**config.mk**
```make
export PLATFORM = sky130hd
export DESIGN_NAME = nibble_serial_cla_adder
export DESIGN_NICKNAME = d
export VERILOG_FILES = /design/src/rtl/nibble_serial_cla_adder.sv
export SDC_FILE = /design/constraint.sdc
export NUM_CORES = 1
export LEC_CHECK = 0
export ABC_AREA = 1
export CAP_MARGIN = 15
export CELL_PAD_IN_SITES_DETAIL_PLACEMENT = 1
export CELL_PAD_IN_SITES_GLOBAL_PLACEMENT = 1
export CORE_UTILIZATION = 39
export CTS_CLUSTER_DIAMETER = 50
export DETAILED_ROUTE_END_ITERATION = 8
export DONT_BUFFER_PORTS = 1
export HOLD_SLACK_MARGIN = 0.08
export PLACE_DENSITY_LB_ADDON = 0.08
export REMOVE_ABC_BUFFERS = 1
export SYNTH_ARGS = -nofsm -noshare
export SYNTH_HDL_FRONTEND = slang
export SYNTH_SLANG_ARGS = --single-unit
```
**constraint.sdc**
```tcl
create_clock -name clk -period 2.9 [get_ports clk]
set_input_delay 0.58 -clock clk [delete_from_list [all_inputs] [get_ports clk]]
set_output_delay 0.58 -clock clk [all_outputs]
set_load 0.1 [all_outputs]
```
**src/rtl/nibble_serial_cla_adder.sv**
```systemverilog
// Sequential WIDTH-bit two's-complement adder. One SLICE-bit carry-lookahead
// slice is reused per clock, and the inter-slice carry is held in a register.

module nibble_serial_cla_slice #(
    parameter int SLICE = 4
) (
    input  logic [SLICE-1:0] i_a,
    input  logic [SLICE-1:0] i_b,
    input  logic             i_c,
    output logic [SLICE-1:0] o_s,
    output logic             o_c
);
    logic [SLICE-1:0] w_p;
    logic [SLICE-1:0] w_g;
    logic [SLICE:0]   w_c;
    logic             w_t;

    // Every carry is a flat OR of generate/propagate product terms back to c[0].
    // No carry is computed from the carry below it.
    always_comb begin
        w_p    = i_a ^ i_b;
        w_g    = i_a & i_b;
        w_c    = '0;
        w_t    = 1'b0;
        w_c[0] = i_c;
        for (int i = 0; i < SLICE; i++) begin
            w_t = i_c;
            for (int m = 0; m <= i; m++) w_t = w_t & w_p[m];
            w_c[i+1] = w_t;
            for (int j = 0; j <= i; j++) begin
                w_t = w_g[j];
                for (int m = j + 1; m <= i; m++) w_t = w_t & w_p[m];
                w_c[i+1] = w_c[i+1] | w_t;
            end
        end
    end

    assign o_s = w_p ^ w_c[SLICE-1:0];
    assign o_c = w_c[SLICE];
endmodule

module nibble_serial_cla_adder #(
    parameter int WIDTH = 16,
    parameter int SLICE = 4
) (
    input  logic             clk,
    input  logic             rst,
    input  logic             start,
    input  logic [WIDTH-1:0] a,
    input  logic [WIDTH-1:0] b,
    input  logic             cin,
    output logic             busy,
    output logic             done,
    output logic [WIDTH-1:0] sum,
    output logic             cout,
    output logic             overflow
);
    localparam int NSL = WIDTH / SLICE;
    localparam int KW  = (NSL > 1) ? $clog2(NSL) : 1;

    typedef enum logic [1:0] {IDLE, RUN, DONE} state_t;

    state_t           r_state, w_state_nxt;
    logic [KW-1:0]    r_k;
    logic [WIDTH-1:0] r_a, r_b, r_wsum, r_sum;
    logic             r_carry, r_busy, r_done, r_cout, r_ovf;

    logic             w_capture, w_last, w_slice_c;
    logic [SLICE-1:0] w_slice_a, w_slice_b, w_slice_s;
    logic [WIDTH-1:0] w_wsum_nxt;

    assign w_last    = (r_k == KW'(NSL - 1));
    assign w_capture = start && (r_state == IDLE || r_state == DONE);
    assign w_slice_a = r_a[int'(r_k)*SLICE +: SLICE];
    assign w_slice_b = r_b[int'(r_k)*SLICE +: SLICE];

    nibble_serial_cla_slice #(.SLICE(SLICE)) u_slice (
        .i_a(w_slice_a),
        .i_b(w_slice_b),
        .i_c(r_carry),
        .o_s(w_slice_s),
        .o_c(w_slice_c)
    );

    // The final edge must see the top slice merged into the working sum.
    always_comb begin
        w_wsum_nxt = r_wsum;
        w_wsum_nxt[int'(r_k)*SLICE +: SLICE] = w_slice_s;
    end

    always_comb begin
        w_state_nxt = r_state;
        case (r_state)
            IDLE:    if (start) w_state_nxt = RUN;
            RUN:     if (w_last) w_state_nxt = DONE;
            DONE:    w_state_nxt = start ? RUN : IDLE;
            default: w_state_nxt = IDLE;
        endcase
    end

    always_ff @(posedge clk) begin
        if (rst) begin
            r_state <= IDLE;
            r_k     <= '0;
            r_a     <= '0;
            r_b     <= '0;
            r_wsum  <= '0;
            r_carry <= 1'b0;
            r_busy  <= 1'b0;
            r_done  <= 1'b0;
            r_sum   <= '0;
            r_cout  <= 1'b0;
            r_ovf   <= 1'b0;
        end else begin
            r_state <= w_state_nxt;
            r_busy  <= (w_state_nxt == RUN);
            r_done  <= (w_state_nxt == DONE);
            if (w_capture) begin
                r_a     <= a;
                r_b     <= b;
                r_carry <= cin;
                r_k     <= '0;
                r_wsum  <= '0;
            end else if (r_state == RUN) begin
                r_wsum  <= w_wsum_nxt;
                r_carry <= w_slice_c;
                r_k     <= w_last ? '0 : r_k + KW'(1);
                if (w_last) begin
                    r_sum  <= w_wsum_nxt;
                    r_cout <= w_slice_c;
                    r_ovf  <= (r_a[WIDTH-1] == r_b[WIDTH-1]) &&
                              (w_wsum_nxt[WIDTH-1] != r_a[WIDTH-1]);
                end
            end
        end
    end

    assign busy     = r_busy;
    assign done     = r_done;
    assign sum      = r_sum;
    assign cout     = r_cout;
    assign overflow = r_ovf;
endmodule
```
---- Word-level counts from Yosys, hierarchy flattened ----
Cells that the tools add are included.
storage, ports and cells
  register bits ........................... 73
  output and inout bits ................... 20
  word-level logic and storage cells ...... 63
operators by class
  $add $sub $neg .......................... 2
  equality and inequality tests ........... 7
  shift-type cells ........................ 4
  mux-type cells .......................... 8
  bitwise operators ....................... 24
  reductions and logical operators ........ 7
operator list
  kind                       number
  $neg A4 Y33                1
  $shift A4 B33 Y16 const A  1
  $shiftx A4 B33 Y16         1
  $shiftx A16 B5 Y4          2
  $bwmux W16                 1
  $and A1 B1 Y1              10
  $or A1 B1 Y1               10
  $xor A4 B4 Y4              2
  $eq A2 B2 Y1 const B       3
  $mux W2                    3
  $pmux W2 S3                1
  $and A4 B4 Y4              1
  $eq A2 B1 Y1 const B       2
  $mux W1                    3
  $reduce_and A3 Y1          1
  $add A2 B1 Y2 const B      1
  $logic_and A1 B1 Y1        2
  $logic_not A2 Y1           1
  $reduce_bool A2 Y1         1
  $reduce_or A2 Y1           1
  $eq A1 B1 Y1               1
  $logic_or A1 B1 Y1         1
  $ne A1 B1 Y1               1
  $not A1 Y1                 1

---- Depth between registers and ports, before layout ----
Gate-level depths: netlist of the first run.
  depth in word-level cells ............... 13
  mapped depth ............................ 16
  mapped depth without buffers ............ 15

---- Hierarchy ----
A second synthesis of the first run with hierarchy kept.
unflattened totals
  cell total of the unflattened synthesis .. 463
  area, all modules ....................... 3458.3 µm²
modules (own cells, without submodules)
  module                   instances  cells an instance  area each (µm²)  seq. area each (µm²)
  nibble_serial_cla_adder  1          438                3281.9           1461.4
  nibble_serial_cla_slice  1          25                 176.4            0.0

---- Least setup slack after synthesis of the first run ----
Ideal clock, no wire load.
  path kind ............................... register -> register
  from .................................... register r_k[0]
  to ...................................... register r_sum[11] (netlist: sum[11])
  library setup time ...................... 114 ps
  data arrival time ....................... 2105 ps
  data required time ...................... 2786 ps
  slack ................................... 681 ps
  stages on the path, launching flop included .. 16
  buffers on the path ..................... 1
  period minus slack after synthesis ...... 2219 ps
  cell sequence ........................... dfxtp_1 > clkbuf_1 > nand2_1 > a32oi_1 > ha_1 > ha_1 > nand2_1 > nand3_2 > nand2_1 > nand3_2 > nand2_2 > nor2_4 > inv_1 > o22ai_2 > o21bai_1 > inv_1
on the way
  word-level cells in the longest chain between the ends .. 11
  elaborated cells between the ends (all ways) .. 23
  those cells by class .................... add/sub: 1; eq/ne: 1; shift: 4; mux: 1; bitwise: 15; reduce/logical: 1
RTL lines
  element                               RTL line  source
  start, declared                       64        logic [KW-1:0] r_k;
  start signal, assigned                127       r_k <= w_last ? '0 : r_k + KW'(1);
  $shiftx A16 B5 Y4 (on tied branches)  74, 75
  $xor A4 B4 Y4                         21        w_p = i_a ^ i_b;
  $and A1 B1 Y1 (3 in series)           28        for (int m = 0; m <= i; m++) w_t = w_t & w_p[m];
  $or A1 B1 Y1 (3 in series)            33        w_c[i+1] = w_c[i+1] | w_t;
  $xor A4 B4 Y4                         38        assign o_s = w_p ^ w_c[SLICE-1:0];
  $shiftx A4 B33 Y16                    88        w_wsum_nxt[int'(r_k)*SLICE +: SLICE] = w_slice_s;
  $bwmux W16                            88
  end signal, assigned                  129       r_sum <= w_wsum_nxt;
  end, declared                         65        logic [WIDTH-1:0] r_a, r_b, r_wsum, r_sum;
Several ways; a longest one is shown, not always the timed one.
A chain may end at the register's enable or synchronous reset.

---- Worst setup path in the final report of the first run ----
  from .................................... register r_k[0]
  to ...................................... register r_wsum[14]
on the way
  word-level cells in the longest chain between the ends .. 11
  elaborated cells between the ends (all ways) .. 21
  those cells by class .................... add/sub: 1; shift: 4; mux: 1; bitwise: 15
RTL lines
  element                               RTL line  source
  $shiftx A16 B5 Y4 (on tied branches)  74, 75
  $xor A4 B4 Y4                         21
  $and A1 B1 Y1 (3 in series)           28
  $or A1 B1 Y1 (3 in series)            33
  $xor A4 B4 Y4                         38
  $shiftx A4 B33 Y16                    88
  $bwmux W16 (*)                        88
  end signal, assigned                  125       r_wsum <= w_wsum_nxt;
  end, declared                         65
Mark *: on every way between the ends. The rest lies on a longest branch, timed or not.

==> results of run 1 <==
registers in the layout, summed over array words and instances (netlist names), 2 cells and up:
signal	cells
r_wsum	16
r_k	2
r_state	2
r_b	16
r_a	16
sum	16
report_power, final:
part | total [mW] | leakage, nW | internal, mW | switching [mW]
logic | 0.357 | 0.971 | 0.121 | 0.236
clock network | 1.01 | 0.123 | 0.598 | 0.411
registers | 1.11 | 0.598 | 1.06 | 0.0460
final cells by class:
| class | instances | area (um2) |
|---|---|---|
| Sequential cell | 73 | 1460 |
| Inverter | 69 | 259 |
| Multi-Input combinational cell | 284 | 1550 |
| Clock inverter | 6 | 115 |
| Tap cell | 105 | 131 |
| Fill cell | 1044 | 4570 |
| Timing Repair Buffer | 10 | 75.1 |
| Clock buffer | 10 | 138 |
final timing paths:
path,from,to,slack (ps),cells past startpoint
setup / recovery,r_k[0]$_SDFFE_PP0P_,r_wsum[14]$_SDFFE_PP0P_,380,12
hold / removal,rst,r_state[0]$_SDFF_PP0_,280,1
setup reg to reg,r_k[0]$_SDFFE_PP0P_,r_wsum[14]$_SDFFE_PP0P_,380,12
hold reg to reg,r_a[10]$_SDFFE_PP0P_,r_a[10]$_SDFFE_PP0P_,480,2
metrics by stage:
stage | area [um2] | utilization [%] | cells | power (mW)
CTS | 3730 | 44.9 | 557 | 2.50
finish | 3730 | 44.9 | 557 | 2.47
global placement | 3470 | 41.9 | 541 | 1.48
detailed placement | 3470 | 41.9 | 541 | 1.49
floorplan | 3270 | - | 426 | 1.39
global route | 3730 | 44.9 | 557 | 2.60
cell families (layout without fill, tap and decap cells):
kind of cell             count (synthesis)  count (layout)
AO/OA/AOI/OAI                          141             141
AND/OR/NAND/NOR                        129             129
buffers and inverters                   92              95
flip-flops                              73              73
adder cells (fa/ha/maj)                 12              12
XOR/XNOR                                 2               2
synth_stat cells:
master	instances
nand2_2	2
inv_2	2
inv_1	67
fa_1	1
xor2_1	2
o32ai_1	2
o21a_1	4
a21oi_1	21
o21ai_0	73
nor2_4	3
nand2_1	26
nand3b_1	1
o21ai_1	4
o211ai_1	3
nor2_1	85
nand3_1	5
buf_2	6
buf_4	1
clkbuf_1	14
nand4_1	3
a211oi_1	2
dfxtp_1	73
ha_1	11
o22ai_2	3
o22ai_1	14
o21bai_1	12
a32oi_1	2
buf_1	2
a21oi_2	1
nand3_2	4
metal layers:
layer | share of wire (%) | global-route usage (%) | up-vias
met3 | 2.9 | 4.91 | 13
met2 | 46 | 33.6 | 46
met5 | 0 | 0 | -
met1 | 49 | 23.9 | 1323
met4 | 2.2 | 8.21 | 0
li1 | - | - | 1461
placed cells by master, fill, tap and decap left out, types with 2 or more instances in the layout:
cell type and count:
a21oi_1 21, clkinv_4 2, bufinv_16 3, o21ai_1 4
nand2_1 26, nand4_1 3, o21ai_0 73, inv_2 2
o21a_1 4, o22ai_1 14, nand3_2 4, ha_1 11
inv_1 67, buf_4 10, xor2_1 2, nand3_1 5
clkbuf_8 10, nor2_4 3, nor2_1 85, o22ai_2 3
o211ai_1 3, o32ai_1 2, o21bai_1 12, a211oi_1 2
dfxtp_1 73, a32oi_1 2, nand2_2 2
worst register-to-register path: stages, from the launching register on:
cell	delay, ps
dfxtp_1	340
buf_4	280
nand2_1	90
a32oi_1	300
ha_1	290
ha_1	200
nand2_1	70
nand3_2	80
xor2_1	290
nand3_1	210
o22ai_2	160
o21ai_1	80
inv_1	70
==> summary.txt, run 1 <==
status: finished, final reports clean
Synth top area share: 43.4%
Area Overhead vs Synth: 10.7%
starting density of the core: 40.5%
Max Fclk: 397 MHz
RSZ-0062 raised after global routing: false
Ant. Diodes: 0
largest net degree at the start of global routing: 37
final net count: 495
Vias: 2843
Final HPWL DP: 5670 um
CP Buf/Inv Count: 2
slowest stage delay, CP: 340 ps
CP Launch Type: flop
Final Hold Fails: 0
area of the core: 8300 um2
clock latency on the worst-skew pair: 350 ps
Pre-antenna DRT Iters: 4
crit-path leading delay family: compound AO/OA/AOI/OAI gates
Post-Route Skew: 13.0 ps
Syn Area/Cell: 7.49 um2
#FFs+latches synth: 73
Via density: 5.10
Distinct cells, synth: 30
critical setup path kind: flop to flop
relative slew slack: 31.5%
pins over their slew limit: 0
CTS tree: built
CTS H-Tree Depth: 3
# rows: 33
Yosys top cell by area: dfxtp_1
setup TNS: 0 ps
grt ovf: 0
vias in the first global route: 2919
synth warn: 0
clock transition at the registers of the reported paths: 80 ps
# setup viols final: 0
drt drc: 0
Root Buffer Master: clkbuf_8
CTS Sinks: 73
CTS max path bufs: 2
xor/xnor share of the synthesized area: 0.521%
global placer's final weighted congestion: 0.748
DIE HEIGHT: 94.9 um
Worst Hold Class: primary input to flop
post-synthesis mux area share: 0%
number of antenna-violating nets in the routed design: 0
Tmin final: 2520 ps
max-cap viol count: 0
Setup WS pre-CTS: 413 ps
Post-CTS Hold Buffers: 0
largest family of logic cells by synthesized area: compound AO/OA/AOI/OAI gates
Gate Count Post-Synth: 449
initial antenna violation count: 0
Crit-path slowest cell: dfxtp_1
adder-cell share of the synthesized area: 4.69%
Total GRT Usage: 19.9%
PwrDens: 663 nW/um2
Simple-Gate Fraction of Synth Area: 16.5%
Detailed Route WL: 8220 um
crit path cell chain: buf_4 > nand2_1 > a32oi_1 > ha_1 > ha_1 > nand2_1 > nand3_2 > xor2_1 > nand3_1 > o22ai_2 > o21ai_1 > inv_1
crit path max fanout: 24
Die Wd: 94.9 um
Crit path arrival time: 2810 ps
worst vdd ir: 0.272 mV
post-DR wirelength/cell: 14.8 um
synthesized area: 3360 um2
wire length of the first global-routing pass: 13700 um
worst slew pin tran: 1030 ps
I/O Pins: 56
layout cells sized above 1: 9.07%
CP required: 3190 ps
Leakage: 1.69 nW
Die ar.: 9000 um2
Synth Area in Compound Gates: 24.3%
Post-CTS Setup Inserts: 0
IO buf count: 0
final hold slack: 284 ps
Num CTS Buffers: 9
Synth area leaders: dfxtp_1 43%, o21ai_0 11%, nor2_1 9.5%
Critical Path Sink Type: flop
sequential area share after synthesis: 43.4%
Worst Slack Setup Final: 380 ps
PostCTS Resize Cnt: 0
final worst-path cycle share: 86.9%
1st-iter DRT viols: 31
Power figures use the tool's default switching activity.
==> run 2: changes to the inputs <==
- PLACE_DENSITY: not set -> 0.73
- PLACE_DENSITY_LB_ADDON: 0.08 -> not set
- SLEW_MARGIN: not set -> 20
==> run 2 against run 1 <==
- flip-flop and latch count is the same
- largest cell class unchanged
- global-route usage down 0.078 points
- hold slack better by 6.2 ps
- non-clock buffer count is 4 lower
- clock-buffer cell count up 1
- maximum frequency is 0.19% lower
- register-to-register slack about the same
- critical path depth unchanged
- clock skew rose by 1.2 ps
- total power down 3.9%
==> summary.txt, run 2 (same netlist as run 1, synthesis figures left out) <==
status: finished, final reports clean
DP Area: 3440 um2 (-0.86%)
DIE HEIGHT: 94.9 um (unchanged)
commonest non-fill, non-tap cell in the layout: nor2_1
crit-path leading delay family: compound AO/OA/AOI/OAI gates
Tmin final: 2520 ps (+4.78 ps)
Fillers: 1063 (+1.8%)
I/O Pins: 56 (unchanged)
Final Hold Fails: 0 (unchanged)
CTS H-Tree Depth: 3 (unchanged)
clock latency on the worst-skew pair: 350 ps (about the same)
Post-CTS Hold Buffers: 0 (unchanged)
PostCTS Resize Cnt: 0 (unchanged)
CTS Sinks: 73 (unchanged)
vias in the first global route: 2857 (-2.1%)
Leakage: 1.67 nW (-1.6%)
Die ar.: 9000 um2 (unchanged)
Worst Hold Class: primary input to flop
area of the core: 8300 um2 (unchanged)
1st-iter DRT viols: 62 (+100%)
worst vdd ir: 0.292 mV (+7.1%)
Area Overhead vs Synth: 9.15%
Final HPWL DP: 5680 um (+0.10%)
wire length of the first global-routing pass: 13600 um (-0.90%)
Total GRT Usage: 19.8% (-0.078 points)
CTS tree: built
layout cells sized above 1: 8.26% (-0.81 points)
Via density: 5.16 (+1.0%)
CP Launch Type: flop
# rows: 33 (unchanged)
number of antenna-violating nets in the routed design: 0 (unchanged)
# setup viols final: 0 (unchanged)
Crit-path slowest cell: dfxtp_1
crit path cell chain: buf_4 > nand2_1 > a32oi_1 > ha_1 > ha_1 > nand2_1 > nand3_2 > xor2_1 > nand3_1 > o22ai_2 > o21bai_1 > inv_1
drt drc: 0 (unchanged)
critical setup path kind: flop to flop
largest net degree at the start of global routing: 38 (+2.7%)
worst slew pin tran: 1000 ps (-23.9 ps)
Num CTS Buffers: 9 (unchanged)
Die Wd: 94.9 um (unchanged)
IO buf count: 0 (unchanged)
Detailed Route WL: 8120 um (-1.3%)
PwrDens: 647 nW/um2 (-2.5%)
relative slew slack: 33.1% (+1.6 points)
Root Buffer Master: clkbuf_8
CP Buf/Inv Count: 2 (unchanged)
grt ovf: 0 (unchanged)
Pre-antenna DRT Iters: 4 (unchanged)
final worst-path cycle share: 87.1% (+0.16 points)
Tot Pwr: 2.38 mW (-3.9%)
crit path max fanout: 24 (unchanged)
Final Instance Area: 3670 um2 (-1.4%)
Layout Utilization: 44.2% (-0.65 points)
initial antenna violation count: 0 (unchanged)
clock transition at the registers of the reported paths: 80 ps (about the same)
Post-Route Skew: 14.2 ps (+1.24 ps)
pins over their slew limit: 0 (unchanged)
Vias: 2852 (+0.32%)
max-cap viol count: 0 (unchanged)
Ant. Diodes: 0 (unchanged)
RSZ-0062 raised after global routing: false
post-DR wirelength/cell: 14.7 um (-0.55%)
global placer's final weighted congestion: 0.793 (+6.0%)
Max Fclk: 396 MHz (-0.19%)
Crit path arrival time: 2810 ps (about the same)
Post-CTS Setup Inserts: 0 (unchanged)
final hold slack: 290 ps (+6.16 ps)
Critical Path Sink Type: flop
CTS max path bufs: 2 (unchanged)
slowest stage delay, CP: 340 ps (about the same)
most frequent cells in the layout: 85 x nor2_1, 73 x o21ai_0, 73 x dfxtp_1
final net count: 491 (-0.81%)
setup TNS: 0 ps (unchanged)
CP required: 3190 ps (about the same)
starting density of the core: 40.5% (unchanged)
run 2: changes by cell type in the layout (fill, tap and decap cells not counted), sizes merged:
cell	before	now
buf	10	6
bufinv	3	2
clkbuf	10	11
run 2: path summary, 6_finish.rpt:
path | start | to | slack [ps] | depth (start not counted)
worst max-delay path | r_k[0]$_SDFFE_PP0P_ | sum[6]$_SDFFE_PP0P_ | 380 | 12
worst min-delay path | rst | busy$_SDFF_PP0_ | 290 | 1
worst max register to register | r_k[0]$_SDFFE_PP0P_ | sum[6]$_SDFFE_PP0P_ | 380 | 12
worst min register to register | r_a[10]$_SDFFE_PP0P_ | r_a[10]$_SDFFE_PP0P_ | 490 | 2
run 2: layout make-up:
type	count	area, um2	share of cell area [%]
clock buffers	11	151	4.12
inverters	69	259	7.05
flip-flops and latches	73	1460	39.8
multi-input cells	284	1550	42.1
clock inverters	5	77.6	2.11
well taps	105	131	3.58
repair buffers	6	45.0	1.23
run 2: metrics by stage:
stage               cells  setup slack (ps)
floorplan             426               331
detailed placement    537               358
CTS                   553               338
global placement      537               523
global route          553               145
finish                553               375
run 2: per-layer routing:
layer	global-route usage, %	wire length (um)	share of wire, %
met5	0	0	0
met4	8.59	150	1.8
met3	2.90	201	2.5
met2	33.7	3870	48
met1	24.7	3890	48
run 2: report_power, final:
group          internal [mW]  switching [mW]
sequential              1.06          0.0445
clock                  0.529           0.386
combinational          0.119           0.239
